File: config.mk
export PLATFORM = sky130hd
export DESIGN_NAME = mrgp_rf_sequencer
export DESIGN_NICKNAME = d
export VERILOG_FILES = /design/src/rtl/mrgp_rf_pkg.sv /design/src/rtl/mrgp_rf_sequencer_arb.sv /design/src/rtl/mrgp_rf_sequencer.sv
export SDC_FILE = /design/constraint.sdc
export NUM_CORES = 1
export LEC_CHECK = 0
export CAP_MARGIN = 25
export CELL_PAD_IN_SITES_DETAIL_PLACEMENT = 0
export CELL_PAD_IN_SITES_GLOBAL_PLACEMENT = 1
export CORE_UTILIZATION = 24
export DETAILED_ROUTE_END_ITERATION = 12
export PLACE_DENSITY_LB_ADDON = 0.08
export SYNTH_ARGS = -nofsm -noshare
export SYNTH_HDL_FRONTEND = slang
export SYNTH_SLANG_ARGS = --single-unit
File: constraint.sdc
create_clock -name CLK -period 1.4 [get_ports CLK]
set_input_delay 0.42 -clock CLK [delete_from_list [all_inputs] [get_ports CLK]]
set_output_delay 0.42 -clock CLK [all_outputs]
set_load 0.1 [all_outputs]
File: src/rtl/mrgp_rf_pkg.sv
// Shared types, constants and operand encoding for the register-file sequencer.
package mrgp_rf_pkg;

   typedef enum logic {
      SWEEP = 1'b0,
      RUN   = 1'b1
   } state_e;

   localparam int NREG    = 8;
   localparam int IDX_W   = 3;
   localparam int IDX_LSB = 3;
   localparam int DATA_W  = 16;
   localparam logic [1:0] MODE_REG = 2'b00;

   typedef struct packed {
      logic              we;
      logic [IDX_W-1:0]  raddr;
      logic [IDX_W-1:0]  waddr;
      logic [DATA_W-1:0] wdata;
   } acc_t;

   // Register-direct operand: index at [IDX_LSB+2:IDX_LSB], mode bits [7:6], rest zero.
   function automatic logic [DATA_W-1:0] mk_operand(input logic [IDX_W-1:0] idx);
      logic [DATA_W-1:0] op;
      op = '0;
      op[7:6] = MODE_REG;
      op[IDX_LSB +: IDX_W] = idx;
      return op;
   endfunction

endpackage

File: src/rtl/mrgp_rf_sequencer_arb.sv
// mrgp_rr_arb2: 2-way round-robin arbiter; a requester granted last cycle is masked out.
module mrgp_rr_arb2
   import mrgp_rf_pkg::*;
#(
   parameter logic PRIO_INIT = 1'b0
) (
   input  logic       clk,
   input  logic       rst,
   input  logic       en,
   input  logic [1:0] req,
   input  logic [1:0] gnt_last,
   output logic [1:0] win
);

   logic       rr_q;
   logic [1:0] elig;

   assign elig = req & ~gnt_last;

   // NOTE: every combinational output gets a default first so no path can infer a latch.
   always_comb begin
      win = 2'b00;
      if (en) begin
         case (elig)
            2'b01:   win = 2'b01;
            2'b10:   win = 2'b10;
            2'b11:   win = rr_q ? 2'b10 : 2'b01;
            default: win = 2'b00;
         endcase
      end
   end

   // rr only moves on a real contest; it then points at the loser.
   always_ff @(posedge clk) begin
      if (rst) begin
         rr_q <= PRIO_INIT;
      end else if (en && elig == 2'b11) begin
         rr_q <= ~rr_q;
      end
   end

endmodule

File: src/rtl/mrgp_rf_sequencer.sv
// mrgp_rf_sequencer: clear sweep of R0..R7 then round-robin access to the register-file port.
// Build option MRGP_RF_BYPASS_EN: same-index read+write returns the write data.
module mrgp_rf_sequencer
   import mrgp_rf_pkg::*;
#(
   parameter logic PRIO_INIT = 1'b0
) (
   input  logic              CLK,
   input  logic              RST,
   input  logic              CLR_REQ,
   input  logic              A_REQ,
   input  logic              B_REQ,
   input  logic              A_WE,
   input  logic              B_WE,
   input  logic [IDX_W-1:0]  A_RADDR,
   input  logic [IDX_W-1:0]  B_RADDR,
   input  logic [IDX_W-1:0]  A_WADDR,
   input  logic [IDX_W-1:0]  B_WADDR,
   input  logic [DATA_W-1:0] A_WDATA,
   input  logic [DATA_W-1:0] B_WDATA,
   output logic              A_GNT,
   output logic              B_GNT,
   output logic              A_RVLD,
   output logic              B_RVLD,
   output logic [DATA_W-1:0] A_RDATA,
   output logic [DATA_W-1:0] B_RDATA,
   output logic [DATA_W-1:0] RF_SRC,
   output logic [DATA_W-1:0] RF_DST,
   output logic [DATA_W-1:0] RF_DIN,
   output logic              RF_STO,
   output logic              RF_CLR,
   input  logic [DATA_W-1:0] RF_DOUT,
   output logic              INIT_DONE
);

   state_e            state_q, state_d;
   logic [IDX_W-1:0]  clr_idx_q, clr_idx_d;
   logic [1:0]        win;
   logic              arb_en;
   acc_t              acc_a, acc_b, acc_sel;
   logic              a_gnt_d, b_gnt_d, sto_d, clr_d, init_done_d;
   logic [DATA_W-1:0] src_d, dst_d, din_d, rd_val;

   assign acc_a   = '{we: A_WE, raddr: A_RADDR, waddr: A_WADDR, wdata: A_WDATA};
   assign acc_b   = '{we: B_WE, raddr: B_RADDR, waddr: B_WADDR, wdata: B_WDATA};
   assign acc_sel = win[1] ? acc_b : acc_a;

   // A clear request suppresses new grants; the access already on the port still finishes.
   assign arb_en = (state_q == RUN) && !CLR_REQ;

   mrgp_rr_arb2 #(.PRIO_INIT(PRIO_INIT)) u_arb (
      .clk      (CLK),
      .rst      (RST),
      .en       (arb_en),
      .req      ({B_REQ, A_REQ}),
      .gnt_last ({B_GNT, A_GNT}),
      .win      (win)
   );

   always_comb begin
      state_d     = state_q;
      clr_idx_d   = clr_idx_q;
      a_gnt_d     = 1'b0;
      b_gnt_d     = 1'b0;
      sto_d       = 1'b0;
      clr_d       = 1'b0;
      init_done_d = 1'b0;
      src_d       = '0;
      dst_d       = '0;
      din_d       = '0;
      case (state_q)
         SWEEP: begin
            clr_d     = 1'b1;
            dst_d     = mk_operand(clr_idx_q);
            clr_idx_d = clr_idx_q + IDX_W'(1);
            if (clr_idx_q == IDX_W'(NREG - 1)) begin
               state_d = RUN;
            end
         end
         RUN: begin
            if (CLR_REQ) begin
               state_d   = SWEEP;
               clr_idx_d = '0;
            end else begin
               init_done_d = 1'b1;
               a_gnt_d     = win[0];
               b_gnt_d     = win[1];
               if (win != 2'b00) begin
                  src_d = mk_operand(acc_sel.raddr);
                  dst_d = mk_operand(acc_sel.waddr);
                  din_d = acc_sel.wdata;
                  sto_d = acc_sel.we;
               end
            end
         end
         default: state_d = SWEEP;
      endcase
   end

`ifdef MRGP_RF_BYPASS_EN
   logic byp_q;

   // RF_DIN still carries the granted write data during the GNT cycle.
   always_ff @(posedge CLK) begin
      if (RST) begin
         byp_q <= 1'b0;
      end else begin
         byp_q <= (a_gnt_d || b_gnt_d) && acc_sel.we && (acc_sel.raddr == acc_sel.waddr);
      end
   end

   assign rd_val = byp_q ? RF_DIN : RF_DOUT;
`else
   assign rd_val = RF_DOUT;
`endif

   // NOTE: sequential state uses non-blocking assignments so every register samples pre-edge values.
   always_ff @(posedge CLK) begin
      if (RST) begin
         state_q   <= SWEEP;
         clr_idx_q <= '0;
         A_GNT     <= 1'b0;
         B_GNT     <= 1'b0;
         A_RVLD    <= 1'b0;
         B_RVLD    <= 1'b0;
         A_RDATA   <= '0;
         B_RDATA   <= '0;
         RF_SRC    <= '0;
         RF_DST    <= '0;
         RF_DIN    <= '0;
         RF_STO    <= 1'b0;
         RF_CLR    <= 1'b0;
         INIT_DONE <= 1'b0;
      end else begin
         state_q   <= state_d;
         clr_idx_q <= clr_idx_d;
         A_GNT     <= a_gnt_d;
         B_GNT     <= b_gnt_d;
         RF_SRC    <= src_d;
         RF_DST    <= dst_d;
         RF_DIN    <= din_d;
         RF_STO    <= sto_d;
         RF_CLR    <= clr_d;
         INIT_DONE <= init_done_d;
         A_RVLD    <= A_GNT;
         B_RVLD    <= B_GNT;
         if (A_GNT) begin
            A_RDATA <= rd_val;
         end
         if (B_GNT) begin
            B_RDATA <= rd_val;
         end
      end
   end

endmodule

# Word level (Yosys, flattened, before mapping)
# Index checks and enable logic that the tools add are counted.
[word_totals]
reg_bits = 92
input_bits = 67
output_inout_bits = 87
elab_cells = 47
[op_classes]
addsub = 1
n_eq_ne = 5
n_mux = 13
bitwise = 5
reduce_logical = 7
[ops]
columns = ["cell", "n"]
rows = [
  ["$pmux 16 s2", 1],
  ["$mux 23", 1],
  ["$mux 6", 2],
  ["$pmux 2 s3", 1],
  ["$pmux 3 s2", 1],
  ["$eq 2x2->1 const B", 2],
  ["$mux 2", 2],
  ["$reduce_or 4->1", 1],
  ["$add 3x1->3 const B", 1],
  ["$eq 3x3->1 const B", 1],
  ["$mux 1", 3],
  ["$mux 3", 1],
  ["$not 1->1", 3],
  ["$reduce_or 3->1", 1],
  ["$and 2x2->2", 1],
  ["$eq 2x1->1 const B", 1],
  ["$logic_and 1x1->1", 2],
  ["$ne 2x2->1 const B", 1],
  ["$not 2->2", 1],
  ["$pmux 1 s2", 1],
  ["$reduce_bool 2->1", 1],
  ["$reduce_or 2->1", 1],
  ["$logic_not 1->1", 1],
]

# Longest topological paths before layout
[logic_depth]
depth_word = 9
ltp_mapped = 5

# Hierarchy
# A second synthesis with hierarchy kept.
[unflattened]
hier_cells = 257
area_unflattened_um2 = 2733.9
[by_module_without_submodules]
columns = ["module", "n_inst", "cells_per_inst", "area_per_inst_um2"]
rows = [
  ["mrgp_rf_sequencer", 1, 246, 2640.0],
  ["mrgp_rr_arb2", 1, 11, 93.8],
]

# Worst setup path before layout
# No wires, ideal clock.
[synth_path]
path_type = "flip-flop to flip-flop"
startpoint = "reg B_GNT"
endpoint = "reg RF_DIN[10]"
setup_ns = 0.120
t_arrival_ns = 1.849
required_ns = 1.280
slack_ns = -0.568
path_stages_with_launch = 6
n_path_buf = 2
period_less_slack_ns = 1.968
cell_sequence = "dfxtp_1 -> buf_6 -> nand4bb_1 -> a2bb2oi_2 -> buf_2 -> a21oi_1"
[synth_between]
elab_chain_len = 8
elab_cells_between_ends = 11
[synth_lines]
columns = ["item", "line", "source"]
rows = [
  ["start: declaration", "mrgp_rf_sequencer.sv:22", "output logic B_GNT,"],
  ["start signal: assignment", "mrgp_rf_sequencer.sv:138", "B_GNT <= b_gnt_d;"],
  ["$not 2->2 *", "mrgp_rf_sequencer_arb.sv:18", "assign elig = req & ~gnt_last;"],
  ["$and 2x2->2 *", "mrgp_rf_sequencer_arb.sv:18", ""],
  ["$eq 2x2->1 or $eq 2x1->1 (tied branches)", "mrgp_rf_sequencer_arb.sv:24", "case (elig)"],
  ["$pmux 2 s3 *", "mrgp_rf_sequencer_arb.sv:24", ""],
  ["$mux 2 *", "mrgp_rf_sequencer_arb.sv:23", "if (en) begin"],
  ["$reduce_bool 2->1", "mrgp_rf_sequencer.sv:88", "if (win != 2'b00) begin"],
  ["$not 1->1 (no line)", "-", ""],
  ["$reduce_or 4->1 (no line)", "-", ""],
  ["end signal: assignment", "mrgp_rf_sequencer.sv:141", "RF_DIN <= din_d;"],
  ["end: declaration", "mrgp_rf_sequencer.sv:29", "output logic [DATA_W-1:0] RF_DIN,"],
]
# Mark *: on every way between the ends. The rest lies on a longest branch, timed or not.
# A chain may end at the register's enable or synchronous reset.

# Worst setup path after layout
[layout_path]
startpoint = "reg A_GNT"
endpoint = "out A_GNT"
[layout_rtl]
columns = ["item", "line", "source"]
rows = [
  ["start: declaration", "mrgp_rf_sequencer.sv:21", "output logic A_GNT,"],
  ["start signal: assignment", "mrgp_rf_sequencer.sv:137", "A_GNT <= a_gnt_d;"],
]
# No word-level cell between the ends.

==> metrics.txt <==
vias in the first global route=2454; CTS tree=built; initial cell density of the core=0.2517; final cell count without fillers=559; routed wire length per instance=14.31 µm; wire length of the first global-routing pass=13.07 mm; endpoint kind of the worst setup timing path=output pin; async set or reset register ratio after synthesis=0; Crit path largest cell delay=0.35 ns; number of synthesized flops with an enable pin=0; maximum number of pins on one net before global-route repair=24; Cell Rows=37; critical-path cell list=buf_8 -> buf_12; clock transition at the registers of the reported paths=0.07 ns; Largest delay share family, worst path=flip-flops; average footprint of a synthesized cell=9.549 µm²; power density over cell area=863.1 mW/mm²; Worst-Skew Late Latency=0.34 ns; status=completed; first drt pass iteration count=4; DIE AREA=0.01144 mm²; required arrival time at the worst endpoint=0.98 ns; cts-stage hold buffer count=0; fraction of final layout cells with drive strength greater than 1=0.2742; max_cap viols=0; number of sinks driven by the clock tree=66; RSZ-0062 raised after global routing=true; Avg Vias per Cell=4.313; total global routing track utilization=0.1486; fmax=721.2 MHz; instance count of the mapped netlist=277; hold violation count in the final report=0; number of flip-flops and latches in the synthesized netlist=66; worst clock skew=0.01182 ns; vias post-DR=2411; data arrival at the endpoint of the critical path=0.97 ns; number of antenna-violating nets in the routed design=0; WL final=8.000 mm; final global-route overflow total=0; number of DRC violations after detailed routing=0; startpoint of the worst hold path=B_RDATA[5]$_SDFFE_PP0P_; most frequent cells in the layout=65 x sky130_fd_sc_hd__buf_12, 62 x sky130_fd_sc_hd__clkdlybuf4s50_1, 61 x sky130_fd_sc_hd__dfxtp_1; cell leakage power=1.934 nW; slack of the worst reg-to-reg path=0.02 ns; end of the worst register-to-register path=RF_SRC[3]$_SDFF_PP0_; worst hold path type=flop to flop; hold path depth=2; most common cell after layout, fill and taps aside=sky130_fd_sc_hd__buf_12; slowest cell on the critical path=sky130_fd_sc_hd__dfxtp_4; IR drop worst, VDD=0.4750 mV; startpoint class of the critical path=flop; Die Span Y=107.0 µm; number of buffers and inverters on the critical path=2; deepest clock path buffer count=2; number of placed instances with taps included=538; setup TNS=0 ns; dominant register cell in the synthesized netlist=sky130_fd_sc_hd__dfxtp_1; cell chosen for the clock root=sky130_fd_sc_hd__clkbuf_8; number of buffers added by the clock tree synthesis step=9; I/O pins=154; Die Wd=107.0 µm; total half-perimeter wirelength after legalization and detailed placement=5.695 mm; area of the core=0.01051 mm²; final worst-path cycle share=0.9904; Antenna Cells=0; number of nets in the layout=487; Initial DRC Count=72; crit path kind=flop to output pin; number of buffer cells added on primary ports=127; endpoints failing setup=0; launch point of the worst reg-to-reg path=A_GNT$_SDFF_PP0_; Synth Cell Area=0.002645 mm²; antenna violations before repair=0; count of synthesis-stage warnings from yosys=0; number of H-tree levels=3; maximum fanout along the worst path=4; depth of the most critical reg-to-reg path=5; weighted congestion at the end of routability-driven global placement=0.6931; portion of the post-synthesis area used by sequential elements=0.4995; end of the worst hold path=B_RDATA[5]$_SDFFE_PP0P_; minimum clock period=1.387 ns; Syn-to-layout area delta=92.15%; post-synthesis cell type count=28; fin. max-slew vios=0
state kept, by name, indices dropped and copies added, names as in the netlist:
signal	flops
A_RDATA	16
B_GNT	1
RF_SRC	3
state_q	1
RF_DIN	16
B_RDATA	16
A_GNT	1
RF_CLR	1
clr_idx_q	3
A_RVLD	1
RF_STO	1
B_RVLD	1
u_arb.rr_q	1
RF_DST	3
INIT_DONE	1
worst register-to-register path, stage by stage, from the launching register on:
cell and delay [ns]:
sky130_fd_sc_hd__dfxtp_4 0.35, sky130_fd_sc_hd__or3b_4 0.50, sky130_fd_sc_hd__buf_6 0.16, sky130_fd_sc_hd__buf_12 0.12, sky130_fd_sc_hd__nand3_1 0.08, sky130_fd_sc_hd__a21oi_1 0.06
worst max-delay path by stage:
stage | startpoint | end | cells after the start
3_3_place_gp | A_REQ | RF_DIN[12]$_SDFF_PP0_ | 5
6_report | A_GNT$_SDFF_PP0_ | A_GNT | 2
3_5_place_dp | A_REQ | RF_DIN[6]$_SDFF_PP0_ | 5
2_1_floorplan | B_GNT$_SDFF_PP0_ | RF_DIN[0]$_SDFF_PP0_ | 5
4_1_cts | A_GNT$_SDFF_PP0_ | A_GNT | 2
5_1_grt | A_GNT$_SDFF_PP0_ | A_GNT | 2
stage by stage:
stage                     setup WS (ns)  instance area (µm²)  hold WS, ns    util  power, mW
after floorplan               -0.007615                 2806       0.4767       -      2.427
after global placement          -0.5161                 4723       0.5339  0.4495      2.630
after detailed placement        -0.5415                 4723       0.5415  0.4495      2.631
after CTS                      -0.01062                 5064       0.5550  0.4818      4.455
after global routing           -0.03893                 5082       0.5744  0.4836      4.598
final                           0.01343                 5082       0.5290  0.4836      4.387
cells in the mapped netlist, types with 2 or more instances:
cell type                  number  share of area
sky130_fd_sc_hd__dfxtp_1       66           0.50
sky130_fd_sc_hd__nor2_1        37          0.053
sky130_fd_sc_hd__mux2i_1       32           0.12
sky130_fd_sc_hd__buf_4         27          0.077
sky130_fd_sc_hd__a21oi_1       25          0.047
sky130_fd_sc_hd__o21ai_0       21          0.040
sky130_fd_sc_hd__nand3_1       20          0.038
sky130_fd_sc_hd__buf_2          7          0.013
sky130_fd_sc_hd__clkbuf_1       7         0.0099
sky130_fd_sc_hd__a221oi_1       6          0.020
sky130_fd_sc_hd__buf_1          4         0.0057
sky130_fd_sc_hd__nand2_1        4         0.0057
sky130_fd_sc_hd__nor2b_1        3         0.0071
sky130_fd_sc_hd__a22o_1         2         0.0066
sky130_fd_sc_hd__ha_1           2         0.0095
sky130_fd_sc_hd__nor3b_2        2         0.0095
where the power goes:
group,internal [mW],switching (mW)
logic,0.251,0.466
registers,1.89,0.0177
clock network,1.03,0.736
total,3.17,1.22
final cells by class:
class	count	area, µm²
clock buffer	13	180.2
fill	980	5426
inverter	1	3.754
multi-input combinational	189	1190
clock inverter	3	43.79
tap	136	170.2
timing repair buffer	151	2162
sequential	66	1333
routing by layer:
layer	vias to the layer above	wire (µm)	track usage
met5	-	0	0
met4	0	78	0.04110
met3	6	751	0.05957
met2	113	3786	0.2318
met1	1107	3384	0.1888
li1	1185	-	-
logic make-up (layout without fill, tap and decap cells):
family / after synthesis / in the layout / share of synthesized area
AOI/OAI and AO/OA: 57 / 57 / 0.1244
adders and majority gates: 2 / 2 / 0.009459
buffers and inverters: 47 / 168 / 0.1112
DFF: 66 / 66 / 0.4995
muxes: 32 / 32 / 0.1211
other: 1 / 26 / 0.001418
and+or+nand+nor: 72 / 72 / 0.1329
repair_timing:
action	in CTS	in global routing
pin swaps	2	2
cloned	2	0
resized for setup	13	9
endpoints found under the setup margin	26	19
setup buffers	2	1
(Power assumes the default switching activity.)
